$ cat src/rtl/seq_pattern_detector_if.sv
// Configuration, serial-data and status bundle for seq_pattern_detector.
// The master side programs the pattern and feeds bits. The slave side is the
// detector, which drives the match and status outputs.
interface seq_pattern_detector_if #(
  parameter int MAX_LEN = 8,
  parameter int LEN_W   = 4,
  parameter int COUNT_W = 8
) ();

  logic               cfg_load;
  logic [MAX_LEN-1:0] cfg_pattern;
  logic [LEN_W-1:0]   cfg_len;
  logic               cfg_overlap;
  logic               in_valid;
  logic               in_bit;
  logic               clr_count;
  logic               detected;
  logic [COUNT_W-1:0] match_count;
  logic               count_sat;
  logic               armed;

  modport master (
    output cfg_load, cfg_pattern, cfg_len, cfg_overlap,
    output in_valid, in_bit, clr_count,
    input  detected, match_count, count_sat, armed
  );

  modport slave (
    input  cfg_load, cfg_pattern, cfg_len, cfg_overlap,
    input  in_valid, in_bit, clr_count,
    output detected, match_count, count_sat, armed
  );

endinterface

$ cat src/rtl/seq_pattern_detector.sv
// Runtime-programmable serial bit-pattern detector.
// Bits shift into a history register, MSB-first relative to the pattern.
// A match pulses 'detected' one cycle after the completing bit and bumps a
// saturating counter. Overlapping or restart-after-match behaviour is
// selectable. Out of reset the block searches for 3'b110 with overlap on.
module seq_pattern_detector #(
  parameter int MAX_LEN = 8,
  parameter int LEN_W   = 4,
  parameter int COUNT_W = 8
) (
  input logic                  clk,
  input logic                  rst_n,
  seq_pattern_detector_if.slave bus
);

  typedef enum logic [1:0] {
    ST_DIS   = 2'd0,
    ST_FILL  = 2'd1,
    ST_ARMED = 2'd2
  } state_e;

  localparam logic [LEN_W-1:0]   LenMax   = LEN_W'(MAX_LEN);
  localparam logic [LEN_W:0]     FillOne  = (LEN_W+1)'(1);
  localparam logic [COUNT_W-1:0] CountOne = COUNT_W'(1);

  state_e             state_q, state_d;
  logic [MAX_LEN-1:0] pat_q, pat_d;
  logic [LEN_W-1:0]   len_q, len_d;
  logic               ovl_q, ovl_d;
  logic [MAX_LEN-1:0] hist_q, hist_d;
  logic [LEN_W-1:0]   fill_q, fill_d;
  logic               detected_q, detected_d;
  logic [COUNT_W-1:0] count_q, count_d;
  logic               sat_q, sat_d;
  logic               armed_q, armed_d;

  logic [LEN_W-1:0]   len_clamp;
  logic [MAX_LEN-1:0] new_hist;
  logic [MAX_LEN-1:0] len_mask;
  logic [LEN_W:0]     fill_inc;
  logic               match;

  // Match evaluation on the incoming bit, against the active configuration.
  always_comb begin
    len_clamp = (bus.cfg_len > LenMax) ? LenMax : bus.cfg_len;
    new_hist  = {hist_q[MAX_LEN-2:0], bus.in_bit};
    for (int i = 0; i < MAX_LEN; i++) begin
      len_mask[i] = (i < int'(len_q));
    end
    fill_inc = {1'b0, fill_q} + FillOne;
    match    = bus.in_valid && (state_q != ST_DIS) &&
               (fill_inc >= {1'b0, len_q}) &&
               (((new_hist ^ pat_q) & len_mask) == '0);
  end

  // Next-state logic: reconfiguration, history shift, FSM and counter.
  always_comb begin
    // NOTE: every _d takes its hold value first, so no path leaves a latch.
    state_d    = state_q;
    pat_d      = pat_q;
    len_d      = len_q;
    ovl_d      = ovl_q;
    hist_d     = hist_q;
    fill_d     = fill_q;
    detected_d = 1'b0;
    count_d    = count_q;
    sat_d      = sat_q;

    if (bus.cfg_load) begin
      // Reconfiguration wins over any bit or clear arriving on the same edge.
      pat_d   = bus.cfg_pattern;
      len_d   = len_clamp;
      ovl_d   = bus.cfg_overlap;
      hist_d  = '0;
      fill_d  = '0;
      count_d = '0;
      sat_d   = 1'b0;
      state_d = (len_clamp == '0) ? ST_DIS : ST_FILL;
    end else begin
      if (bus.in_valid && (state_q != ST_DIS)) begin
        hist_d = new_hist;
        fill_d = (fill_q < LenMax) ? fill_inc[LEN_W-1:0] : fill_q;
        if (match) begin
          detected_d = 1'b1;
          if (count_q != '1) begin
            count_d = count_q + CountOne;
            if (count_d == '1) begin
              sat_d = 1'b1;
            end
          end
        end
        if (match && !ovl_q) begin
          // Non-overlapping: the next match must be built from fresh bits.
          hist_d  = '0;
          fill_d  = '0;
          state_d = ST_FILL;
        end else begin
          state_d = (fill_d >= len_q) ? ST_ARMED : ST_FILL;
        end
      end
      // A clear takes priority over a same-cycle increment.
      if (bus.clr_count) begin
        count_d = '0;
        sat_d   = 1'b0;
      end
    end

    armed_d = (state_d == ST_ARMED);
  end

  // State and registered outputs; reset restores the default 110 search.
  always_ff @(posedge clk or negedge rst_n) begin
    if (!rst_n) begin
      // NOTE: the active configuration is reset to a usable default rather
      // than left unknown, so the block detects 110 without any setup.
      state_q    <= ST_FILL;
      pat_q      <= MAX_LEN'(3'b110);
      len_q      <= LEN_W'(3);
      ovl_q      <= 1'b1;
      hist_q     <= '0;
      fill_q     <= '0;
      detected_q <= 1'b0;
      count_q    <= '0;
      sat_q      <= 1'b0;
      armed_q    <= 1'b0;
    end else begin
      // NOTE: non-blocking assignments so every flop samples pre-edge values.
      state_q    <= state_d;
      pat_q      <= pat_d;
      len_q      <= len_d;
      ovl_q      <= ovl_d;
      hist_q     <= hist_d;
      fill_q     <= fill_d;
      detected_q <= detected_d;
      count_q    <= count_d;
      sat_q      <= sat_d;
      armed_q    <= armed_d;
    end
  end

  assign bus.detected    = detected_q;
  assign bus.match_count = count_q;
  assign bus.count_sat   = sat_q;
  assign bus.armed       = armed_q;

endmodule

$ cat src/flat_wrapper.sv
// flat-port wrapper written by rule: the top's interface ports become plain ports
module seq_pattern_detector_flat 
#(
  parameter int MAX_LEN = 8,
  parameter int LEN_W   = 4,
  parameter int COUNT_W = 8
)
  (clk, rst_n, bus_cfg_load, bus_cfg_pattern, bus_cfg_len, bus_cfg_overlap, bus_in_valid, bus_in_bit, bus_clr_count, bus_detected, bus_match_count, bus_count_sat, bus_armed);
  seq_pattern_detector_if #(.MAX_LEN(MAX_LEN), .LEN_W(LEN_W), .COUNT_W(COUNT_W)) bus_i ();
  input logic clk;
  input logic rst_n;
  input wire logic [$bits(bus_i.cfg_load)-1:0] bus_cfg_load;
  input wire logic [$bits(bus_i.cfg_pattern)-1:0] bus_cfg_pattern;
  input wire logic [$bits(bus_i.cfg_len)-1:0] bus_cfg_len;
  input wire logic [$bits(bus_i.cfg_overlap)-1:0] bus_cfg_overlap;
  input wire logic [$bits(bus_i.in_valid)-1:0] bus_in_valid;
  input wire logic [$bits(bus_i.in_bit)-1:0] bus_in_bit;
  input wire logic [$bits(bus_i.clr_count)-1:0] bus_clr_count;
  output wire logic [$bits(bus_i.detected)-1:0] bus_detected;
  output wire logic [$bits(bus_i.match_count)-1:0] bus_match_count;
  output wire logic [$bits(bus_i.count_sat)-1:0] bus_count_sat;
  output wire logic [$bits(bus_i.armed)-1:0] bus_armed;
  assign bus_i.cfg_load = bus_cfg_load;
  assign bus_i.cfg_pattern = bus_cfg_pattern;
  assign bus_i.cfg_len = bus_cfg_len;
  assign bus_i.cfg_overlap = bus_cfg_overlap;
  assign bus_i.in_valid = bus_in_valid;
  assign bus_i.in_bit = bus_in_bit;
  assign bus_i.clr_count = bus_clr_count;
  assign bus_detected = bus_i.detected;
  assign bus_match_count = bus_i.match_count;
  assign bus_count_sat = bus_i.count_sat;
  assign bus_armed = bus_i.armed;
  seq_pattern_detector #(.MAX_LEN(MAX_LEN), .LEN_W(LEN_W), .COUNT_W(COUNT_W)) u_core (.clk(clk), .rst_n(rst_n), .bus(bus_i));
endmodule
$ cat config.mk
export PLATFORM = sky130hd
export DESIGN_NAME = seq_pattern_detector_flat
export DESIGN_NICKNAME = d
export VERILOG_FILES = /design/src/rtl/seq_pattern_detector_if.sv /design/src/rtl/seq_pattern_detector.sv /design/src/flat_wrapper.sv
export SDC_FILE = /design/constraint.sdc
export NUM_CORES = 1
export LEC_CHECK = 0
export BUFFER_PORTS_ARGS = -buffer_cell sky130_fd_sc_hd__clkbuf_2
export CORE_MARGIN = 10
export CORE_UTILIZATION = 60
export CTS_CLUSTER_SIZE = 12
export DETAILED_ROUTE_END_ITERATION = 8
export HOLD_SLACK_MARGIN = 0.02
export PLACE_DENSITY = 0.83
export SYNTH_ARGS = -nofsm -noshare
export SYNTH_HDL_FRONTEND = slang
export SYNTH_SLANG_ARGS = --single-unit
$ cat constraint.sdc
create_clock -name clk -period 3.5 [get_ports clk]
set_input_delay 0.175 -clock clk [delete_from_list [all_inputs] [get_ports clk]]
set_output_delay 0.175 -clock clk [all_outputs]
set_load 0.01 [all_outputs]
==> out/qor.tcl <==
set qor(dominantRegCellSynth) {sky130_fd_sc_hd__dfrtp_1}
set qor(ys_warn_count) 0
set qor(synth-seq-area-share) 0.460
set qor(synth.avg_cell_area_um2) 10.7
set qor(total_number_of_h_tree_levels) 2
set qor(first_global_vias) 1628
set qor(detail_route.wirelength_mm) 4.38
set qor(firstDrtPassIters) 4
set qor(groute.usage.overall) 0.144
set qor(core.rowCount) 21
set qor(synthToLayoutAreaGrowth_pct) 12.8
set qor(postLayoutCoreUtil) 0.691
set qor(power.clock.fraction) 0.319
set qor(vias) 1579
set qor(post_cts_hold_buffer_count) 1
set qor(layout-drive-gt1-share) 0.265
set qor(period_share) 0.730
set qor(remaining_drc_errors) 0
set qor(timing.critical_path.mode_cell) {sky130_fd_sc_hd__ha_1}
set qor(net-switching-power_w) 0.000242
set qor(num_cts_buffers) 5
set qor(maxClockFrequency_mhz) 391
set qor(clk_pin_slew_ps) 120
set qor(start_util) 0.613
set qor(worst_case_clock_skew_ps) 19.7
set qor(cap_violations) 0
set qor(worstSkewPairLatency_ps) 350
set qor(dieHeight_um) 78.2
set qor(postSynthRegisterBits) 37
set qor(cp-end-kind) {flip-flop}
set qor(final_hold_viol_count) 0
set qor(detail_route.vias_per_cell) 5.96
set qor(power.sequential.fraction) 0.524
set qor(cp_top_delay_family) {simple AND/OR/NAND/NOR gates}
set qor(critical_path_class) {flip-flop to flip-flop}
set qor(routedWlPerCell_um) 16.5
set qor(fin_area_mm2) 0.00229
set qor(cts_max_path_buffers) 2
set qor(ctsRootBufferMaster) {sky130_fd_sc_hd__clkbuf_4}
set qor(power_density_mw_per_mm2) 400
set qor(finish.cell_count_without_fillers) 265
set qor(cp_data_arrival_time_ps) 2840
set qor(synth_async_sr_flop_share) 1.00
set qor(synthesis.instances) 189
set qor(synth.lib_cells_used.distinct) 43
set qor(crit_path_max_fanout) 17
set qor(coreArea_mm2) 0.00331
set qor(final.setup.tns_ps) 0
set qor(globalRoute.totalOverflow) 0
set qor(commonest_cells_post_synth) {sky130_fd_sc_hd__dfrtp_1, sky130_fd_sc_hd__a22o_1, sky130_fd_sc_hd__ha_1}
set qor(hold_path.class) {input port to flip-flop}
set qor(grt_antenna_before_repair) 0
set qor(vdd_drop_max_uv) 325
set qor(dp.cells) 256
set qor(syn_nets) 220
set qor(drt_iter0_drc) 78
set qor(gp_congestion) 0.832
set qor(dieArea_mm2) 0.00611
set qor(slew_violations) 0
set qor(power_report.internal_total_w) 0.000673
set qor(cts.repair_timing.setup_buffer_count) 0
set qor(boundaryPins) 30
set qor(critical_path.max_stage_delay_ps) 590
set qor(cts_resized) 0
set qor(p_comb_frac) 0.157
set qor(synthMostInstantiatedCell) {sky130_fd_sc_hd__dfrtp_1}
set qor(cts_tree) {done}
set qor(setup-violations-final) 0
set qor(ordered_cell_list_for_the_critical_path) {inv_1 -> ha_1 -> ha_1 -> o21ai_0 -> o21ai_1 -> nand3_2 -> or4_1 -> a21oi_1}
set qor(fill_cells) 264
set qor(post_synth_instance_area_mm2) 0.00203
set qor(result_of_the_run) {finished, final reports clean}
set qor(rsz0062_at_grt) {no}
set qor(synth-edff-count) 0
set qor(timing.max_slew.rel_slack) 0.391
set qor(cp_num_buf_inv) 1
set qor(fraction_of_power_spent_switching_nets) 0.264
set qor(synth.area.top_cells) {sky130_fd_sc_hd__dfrtp_1, sky130_fd_sc_hd__dfstp_2, sky130_fd_sc_hd__ha_1}
set qor(floorplan.die.width_um) 78.2
set qor(detailed_place_hpwl_mm) 3.28
set qor(grt_max_degree) 38
set qor(antenna-diode-count) 0
set qor(port_buffers) 29
set qor(critical_path.startpoint_type) {flip-flop}
set qor(total_leakage_power_nw) 1.06
set qor(postRouteAntennaNets) 0
set qor(dpl-instance-area_mm2) 0.00220
set qor(cts_num_sinks) 37
set qor(yosys.area.top_type_share) 0.382
set qor(nets) 249
set qor(crit_slowest_cell) {sky130_fd_sc_hd__or4_1}
set qor(timing_worst_slew_pin_value_ps) 913
set qor(first_pass_grt_wire_length_mm) 7.25
set qor(cp_data_required_time_ps) 3790
set qor(min_period_ps) 2560
set qor(synthDominantAreaCellType) {sky130_fd_sc_hd__dfrtp_1}
[worst register-to-register path: stages, from the launching register on]
cell and delay [ps]:
sky130_fd_sc_hd__dfrtp_1 490, sky130_fd_sc_hd__inv_1 110, sky130_fd_sc_hd__ha_1 310, sky130_fd_sc_hd__ha_1 280, sky130_fd_sc_hd__o21ai_0 100, sky130_fd_sc_hd__o21ai_1 200
sky130_fd_sc_hd__nand3_2 270, sky130_fd_sc_hd__or4_1 590, sky130_fd_sc_hd__a21oi_1 150
[cell usage in the layout (no fill, tap or decap), drive strengths merged, types with 7 or more instances in the layout]
cell / Yosys / final
clkbuf: 6 / 35
o21ai: 13 / 13
ha: 12 / 12
inv: 9 / 9
a22o: 12 / 12
nand3: 8 / 8
a21oi: 7 / 7
mux2: 10 / 10
xnor2: 8 / 8
dfrtp: 31 / 31
[per-layer routing]
| metal | global-route usage | share of wire | up-vias |
|---|---|---|---|
| met2 | 0.262 | 0.54 | 42 |
| met1 | 0.150 | 0.39 | 773 |
| met3 | 0.0456 | 0.061 | 6 |
| li1 | - | - | 758 |
| met5 | 0 | 0 | - |
| met4 | 0.0556 | 0.011 | 0 |
[registers in the layout, summed over array words and instances, names as in the netlist]
signal and cells:
u_core.hist_q 7, u_core.len_q 4, u_core.fill_q 4, u_core.state_q 2, u_core.bus.match_count 8, u_core.pat_q 8, u_core.bus.count_sat 1, u_core.ovl_q 1
u_core.bus.armed 1, u_core.bus.detected 1
[power by group through the flow]
stage / Sequential (W) / Clock (W) / Combinational (W)
3_3_place_gp: 0.000485 / 0 / 0.000136
2_1_floorplan: 0.000482 / 0 / 0.000101
6_report: 0.000479 / 0.000292 / 0.000143
3_5_place_dp: 0.000487 / 0 / 0.000143
5_1_grt: 0.000483 / 0.000316 / 0.000159
4_1_cts: 0.000479 / 0.000297 / 0.000144
[worst paths after layout]
check,from,end,slack [ps],depth (start not counted)
max,u_core.fill_q[3]$_DFFE_PN0P_,u_core.bus.match_count[3]$_DFFE_PN0P_,940,8
min,bus_cfg_overlap,u_core.ovl_q$_DFFE_PN1P_,60,2
max reg2reg,u_core.fill_q[3]$_DFFE_PN0P_,u_core.bus.match_count[3]$_DFFE_PN0P_,940,8
min reg2reg,u_core.bus.count_sat$_DFFE_PN0P_,u_core.bus.count_sat$_DFFE_PN0P_,530,1
max in group asynchronous,rst_n,u_core.pat_q[5]$_DFFE_PN0P_,2450,2
min in group asynchronous,rst_n,u_core.bus.match_count[7]$_DFFE_PN0P_,480,2
[layout make-up]
type	instances	area, um^2	area share
multi-input cells	135	1030	0.451
flip-flops and latches	37	933	0.408
repair buffers	30	155	0.0678
well taps	46	57.6	0.0252
clock buffers	6	41.3	0.0180
clock inverters	2	35.0	0.0153
inverters	9	33.8	0.0148
[logic make-up (layout without fill, tap and decap cells)]
group | Yosys count | in the layout | share of synthesized area
mux | 10 | 10 | 0.0555
simple gates | 47 | 47 | 0.140
flops | 37 | 37 | 0.460
compound gates | 52 | 52 | 0.179
buf+inv | 17 | 47 | 0.0314
xor+xnor | 14 | 14 | 0.0604
fa+ha+maj | 12 | 12 | 0.0740
[per-stage QoR]
step | setup WS (ps) | hold WS, ps | total power [W]
after floorplan | 1320 | -121 | 0.000582
after global placement | 1150 | 332 | 0.000621
after detailed placement | 992 | 346 | 0.000630
after CTS | 976 | 58.3 | 0.000921
after global routing | 811 | 60.7 | 0.000957
final | 944 | 59.4 | 0.000914
Power figures use the tool's default switching activity.
